**src/rtl/nibble_alu_sequencer.sv**
```systemverilog
// -----------------------------------------------------------------------------
// nibble_alu_sequencer
//
// Multi-cycle add/subtract unit for the y86 execute stage. A single 4-bit
// ripple-carry slice is stepped over the operands one nibble per cycle,
// LSB first, to build a WIDTH-bit sum/difference plus y86 condition codes.
// Subtraction is a + ~b + 1: B is inverted on accept and the carry chain is
// seeded with 1.
//
// Ports
//   clk        : clock, all state updates on the rising edge
//   rst_n      : asynchronous active-low reset
//   in_valid   : operand request valid
//   in_ready   : unit can accept operands (high only in IDLE)
//   op_sub     : 0 = a+b, 1 = a-b (sampled on accept)
//   a, b       : WIDTH-bit operands (sampled on accept)
//   flush      : synchronous kill of the current operation
//   out_valid  : result and flags valid (high only in DONE)
//   out_ready  : consumer takes the result
//   result     : WIDTH-bit sum/difference
//   cf         : raw carry out of the MSB slice (sub: 1 = no borrow)
//   zf, sf, of : zero, sign and signed-overflow flags
// -----------------------------------------------------------------------------
module nibble_alu_sequencer #(
  parameter int WIDTH = 64,  // must be a multiple of SLICE
  parameter int SLICE = 4    // fixed: one 4-bit adder slice
) (
  input  logic             clk,
  input  logic             rst_n,
  input  logic             in_valid,
  output logic             in_ready,
  input  logic             op_sub,
  input  logic [WIDTH-1:0] a,
  input  logic [WIDTH-1:0] b,
  input  logic             flush,
  output logic             out_valid,
  input  logic             out_ready,
  output logic [WIDTH-1:0] result,
  output logic             cf,
  output logic             zf,
  output logic             sf,
  output logic             of
);

  localparam int NUM_SLICES = WIDTH / SLICE;
  localparam int CNT_W      = (NUM_SLICES > 1) ? $clog2(NUM_SLICES) : 1;
  localparam logic [CNT_W-1:0] LAST_CNT = CNT_W'(NUM_SLICES - 1);

  typedef enum logic [1:0] {
    S_IDLE = 2'd0,
    S_RUN  = 2'd1,
    S_DONE = 2'd2
  } state_t;

  state_t             r_state;
  state_t             w_next_state;

  logic [CNT_W-1:0]   r_cnt;
  logic               r_carry;
  logic [WIDTH-1:0]   r_a;
  logic [WIDTH-1:0]   r_b;      // already inverted for subtract
  logic               r_a_msb;
  logic               r_b_msb;
  logic [WIDTH-1:0]   r_result;
  logic               r_cf;
  logic               r_zf;
  logic               r_sf;
  logic               r_of;

  logic [CNT_W+1:0]   w_lsb;    // bit offset of the current nibble
  logic [SLICE-1:0]   w_a_nib;
  logic [SLICE-1:0]   w_b_nib;
  logic [SLICE-1:0]   w_sum;
  logic               w_ripple;
  logic               w_cout;
  logic               w_last;
  logic               w_accept;
  logic [WIDTH-1:0]   w_final;  // result as it will be after this step

  // ---------------------------------------------------------------------------
  // FSM: state register
  // ---------------------------------------------------------------------------
  // NOTE: sequential state uses non-blocking (<=) so every register samples
  // pre-edge values; blocking (=) here would create order-dependent races.
  always_ff @(posedge clk or negedge rst_n) begin
    if (!rst_n) begin
      r_state <= S_IDLE;
    end else begin
      r_state <= w_next_state;
    end
  end

  // ---------------------------------------------------------------------------
  // FSM: next-state logic (flush overrides every transition)
  // ---------------------------------------------------------------------------
  // NOTE: the default assignment at the top of each always_comb guarantees
  // every path assigns the output, so no latch is inferred.
  always_comb begin
    w_next_state = r_state;
    case (r_state)
      S_IDLE:  if (in_valid)  w_next_state = S_RUN;
      S_RUN:   if (w_last)    w_next_state = S_DONE;
      S_DONE:  if (out_ready) w_next_state = S_IDLE;
      default:                w_next_state = S_IDLE;
    endcase
    if (flush) begin
      w_next_state = S_IDLE;
    end
  end

  // ---------------------------------------------------------------------------
  // FSM: outputs
  // ---------------------------------------------------------------------------
  always_comb begin
    in_ready  = (r_state == S_IDLE);
    out_valid = (r_state == S_DONE);
  end

  assign w_accept = (r_state == S_IDLE) && in_valid && !flush;
  assign w_last   = (r_state == S_RUN) && (r_cnt == LAST_CNT);
  assign w_lsb    = {r_cnt, 2'b00};

  // ---------------------------------------------------------------------------
  // 4-bit ripple-carry slice on the currently selected nibble
  // ---------------------------------------------------------------------------
  always_comb begin
    w_a_nib  = r_a[w_lsb +: SLICE];
    w_b_nib  = r_b[w_lsb +: SLICE];
    w_sum    = '0;
    w_ripple = r_carry;
    for (int i = 0; i < SLICE; i++) begin
      w_sum[i] = w_a_nib[i] ^ w_b_nib[i] ^ w_ripple;
      w_ripple = (w_a_nib[i] & w_b_nib[i]) |
                 (w_ripple & (w_a_nib[i] ^ w_b_nib[i]));
    end
    w_cout = w_ripple;
  end

  // Zero flag needs the whole word including the nibble being written now.
  always_comb begin
    w_final                  = r_result;
    w_final[w_lsb +: SLICE]  = w_sum;
  end

  // ---------------------------------------------------------------------------
  // Datapath
  // ---------------------------------------------------------------------------
  always_ff @(posedge clk or negedge rst_n) begin
    if (!rst_n) begin
      r_cnt    <= '0;
      r_carry  <= 1'b0;
      r_a      <= '0;
      r_b      <= '0;
      r_a_msb  <= 1'b0;
      r_b_msb  <= 1'b0;
      r_result <= '0;
      r_cf     <= 1'b0;
      r_zf     <= 1'b0;
      r_sf     <= 1'b0;
      r_of     <= 1'b0;
    end else if (flush) begin
      // result and flags keep their last values; they are don't-care
      // while out_valid is low.
      r_cnt   <= '0;
      r_carry <= 1'b0;
    end else if (w_accept) begin
      r_a     <= a;
      r_b     <= op_sub ? ~b : b;
      r_carry <= op_sub;
      r_a_msb <= a[WIDTH-1];
      r_b_msb <= op_sub ? ~b[WIDTH-1] : b[WIDTH-1];
      r_cnt   <= '0;
    end else if (r_state == S_RUN) begin
      r_result[w_lsb +: SLICE] <= w_sum;
      r_carry                  <= w_cout;
      r_cnt                    <= r_cnt + 1'b1;
      if (w_last) begin
        r_cf <= w_cout;
        r_zf <= (w_final == '0);
        r_sf <= w_sum[SLICE-1];
        r_of <= (r_a_msb == r_b_msb) && (w_sum[SLICE-1] != r_a_msb);
      end
    end
  end

  assign result = r_result;
  assign cf     = r_cf;
  assign zf     = r_zf;
  assign sf     = r_sf;
  assign of     = r_of;

endmodule

```
**config.mk**
```make
export PLATFORM = sky130hd
export DESIGN_NAME = nibble_alu_sequencer
export DESIGN_NICKNAME = d
export VERILOG_FILES = /design/src/rtl/nibble_alu_sequencer.sv
export SDC_FILE = /design/constraint.sdc
export NUM_CORES = 1
export LEC_CHECK = 0
export ABC_AREA = 1
export CAP_MARGIN = 20
export CORE_ASPECT_RATIO = 0.9
export CORE_MARGIN = 1
export CORE_UTILIZATION = 48
export CTS_CLUSTER_DIAMETER = 30
export DETAILED_ROUTE_END_ITERATION = 16
export GPL_ROUTABILITY_DRIVEN = 0
export PLACE_DENSITY = 0.85
export RECOVER_POWER = 25
export REMOVE_ABC_BUFFERS = 1
export SYNTH_ARGS = -nofsm -noshare
export SYNTH_HDL_FRONTEND = slang
export SYNTH_SLANG_ARGS = --single-unit
```
**constraint.sdc**
```tcl
create_clock -name clk -period 4.3 [get_ports clk]
set_input_delay 0.86 -clock clk [delete_from_list [all_inputs] [get_ports clk]]
set_output_delay 0.86 -clock clk [all_outputs]
set_load 0.05 [all_outputs]
```
==> results.cfg <==
[run_status]
status = finished with violations
violations = max-capacitance violations, max-slew violations

[min_path]
hp-start = r_a[26]
hold_class = reg2reg

[critical_path]
cp-startpoint = r_cnt[0]
critPathRequiredTime_ns = 4.74
path_class = reg2reg
path_max_fanout = 30
reg2reg_from = r_cnt[0]
arrival_ns = 4.52
cp-end-kind = register
cp-start-kind = register

[flow_run]
maxCapViolations = 1

[global_route]
grt_pass1_vias = 10200
grt_pass1_wl_um = 51000
grt_antenna_before_repair = 0
track_usage_pct = 27.6
grt_max_degree = 122
grt-ovfl-total = 0

[cells_and_area]
layout-drive-gt1-share_pct = 8.11
syn_to_final_growth_pct = 32.9
nNetsFinal = 1781
multi_input_area_um2 = 5060
fillers = 1720
antenna_cells = 0
regArea_um2 = 5080

[routing]
drc = 0
drt_iter0_markers = 1135
routed_via_density = 5.43
postRouteAntennaNets = 0
dr.pass1.iters = 6
drt_wl_total_um = 31500
routedWlPerCell_um = 16.1
vias = 10600

[placement]
post-place-ws_ns = 0.209
hpwl_um = 21800
port_buffers = 203

[clocking]
postCtsHoldBufs = 0
post-cts-setup-buffers = 0
cts-root-buf = clkbuf_16
cts.path.max_buffers = 3
cts_sinks = 203
htreeDepth = 2
cts_resized = 0
numCtsBuffers = 39
clock_latency_ns = 0.50
clkSlewWorstSetupHoldPaths_ns = 0.05
cts_tree = done

[pwr]
p_per_area_nw_per_um2 = 570
leakage_uw = 0.00690
vdd_ir_drop_max_uv = 524
power_uw = 8250

[logic_synthesis]
ys_seq_area_share_pct = 46.6
yosysTopAreaCell = dfrtp_1
yosysMostFrequentCell = nand2_1
synth_edf_count = 0
syn-instance-count = 1445
yosysWarnings = 0
synth.ff_latch_count = 203
async_reset_ff_share_pct = 100
avgSynthCellArea_um2 = 7.54
yosys_most_used_dff = dfrtp_1
yosys-top-cells-count = 558 x nand2_1, 203 x dfrtp_1, 194 x o21ai_0
synth.top_cells.by_area = dfrtp_1 47%, nand2_1 19%, o21ai_0 8.9%
ys_types = 40
synth_top_area_share_pct = 46.6
synth_area_um2 = 10900

[sta]
max_slew_margin_pct = -100
max_freq_mhz = 245
fin_tns_setup_ns = 0
fin_hold_ws_ns = 0.464
maxSlewViolCount = 121
fin_crit_sh_pct = 94.8
final-setup-viol-count = 0
setup_slack_ns = 0.223
hold_violations = 0
skew_ns = 0.0179
tightest_slew_ns = 3.00
period_minus_slack_ns = 4.08

[floorplanning]
rows = 51
start_util_pct = 49.6
die_y_um = 145
fp.coreArea_um2 = 22000
boundaryPins = 204
die-width_um = 161
dieArea_um2 = 23300
registers in the layout (all words and copies together), names as in the netlist:
signal	count
result	64
r_a	64
of	1
zf	1
sf	1
r_state	2
r_carry	1
r_b	64
r_cnt	4
cf	1
worst max-delay path: stages, from the launching register on:
cell and delay [ns]:
dfrtp_2 0.43, buf_6 0.19, a21oi_2 0.14, o21ai_0 0.09, nand3_1 0.09, o2111ai_1 0.10, nand2_1 0.10, inv_1 0.05
fa_1 0.42, fa_1 0.42, inv_1 0.08, fa_1 0.17, inv_1 0.06, fa_2 0.62, inv_1 0.07, nand3_1 0.10
nor2_1 0.08, inv_1 0.05, nand3_1 0.05, nand2_1 0.10, nand2_1 0.06, nor2_1 0.10, nand3_1 0.10, nor2_1 0.15
nand3_1 0.10, nand2_1 0.06
area by class of cell:
type / count / area share, %
flip-flops and latches: 203 / 35.1
inverters: 115 / 3.03
multi-input cells: 1049 / 35.0
clock inverters: 19 / 1.45
repair buffers: 231 / 15.6
well taps: 291 / 2.52
clock buffers: 48 / 7.25
metal layers:
layer  track usage [%]  wire, µm  vias to the layer above
met5                 0         0                        -
met4              11.9      1130                        0
met3              5.36      3010                       96
met2              44.3     14500                      587
met1              36.6     12900                     4956
li1                  -         -                     4988
per-stage QoR:
step	utilization [%]	instance area (µm²)	std cells
floorplan	-	10600	1367
global placement	60.1	13200	1889
detailed placement	60.1	13200	1889
CTS	65.9	14500	1956
global route	65.9	14500	1956
finish	65.9	14500	1956
final timing paths:
| kind | endpoint | slack, ns | depth (start not counted) |
|---|---|---|---|
| worst max-delay path | zf | 0.22 | 25 |
| worst min-delay path | r_a[26] | 0.46 | 2 |
| worst max register to register | zf | 0.22 | 25 |
| worst min register to register | r_a[26] | 0.46 | 2 |
| max in group asynchronous | r_cnt[0] | 1.03 | 1 |
| min in group asynchronous | r_a[42] | 1.31 | 1 |
cells in the final DEF, fill, tap and decap left out, drive strengths merged, types with 2 or more instances in the layout:
| master | instances |
|---|---|
| a21oi | 24 |
| buf | 29 |
| bufinv | 3 |
| clkbuf | 49 |
| clkdlybuf4s50 | 201 |
| clkinv | 10 |
| clkinvlp | 3 |
| dfrtp | 203 |
| fa | 4 |
| ha | 4 |
| inv | 118 |
| nand2 | 570 |
| nand3 | 60 |
| nand3b | 3 |
| nand4 | 11 |
| nor2 | 78 |
| nor3 | 4 |
| o2111ai | 6 |
| o211ai | 5 |
| o21ai | 201 |
| o21bai | 2 |
| o221ai | 7 |
| o22ai | 3 |
| xnor2 | 27 |
| xor2 | 37 |
cells by family (layout without fill, tap and decap cells):
logic type                 count (synthesis)  after routing  synth area share, %
buffers and inverters                    193            413                 7.07
xor gates and xnor gates                  64             64                 5.15
DFF                                      203            203                 46.6
AOI/OAI and AO/OA                        250            250                 12.2
adders and majority gates                  8              8                 1.19
and+or+nand+nor                          727            727                 27.8
where the power goes:
part / total, µW / internal, µW / switching [µW]
sequential: 2670 / 2340 / 330
clock: 2900 / 1920 / 982
combinational: 2680 / 913 / 1770
total: 8250 / 5170 / 3080
Note: power is estimated with default switching activity, not from simulation.
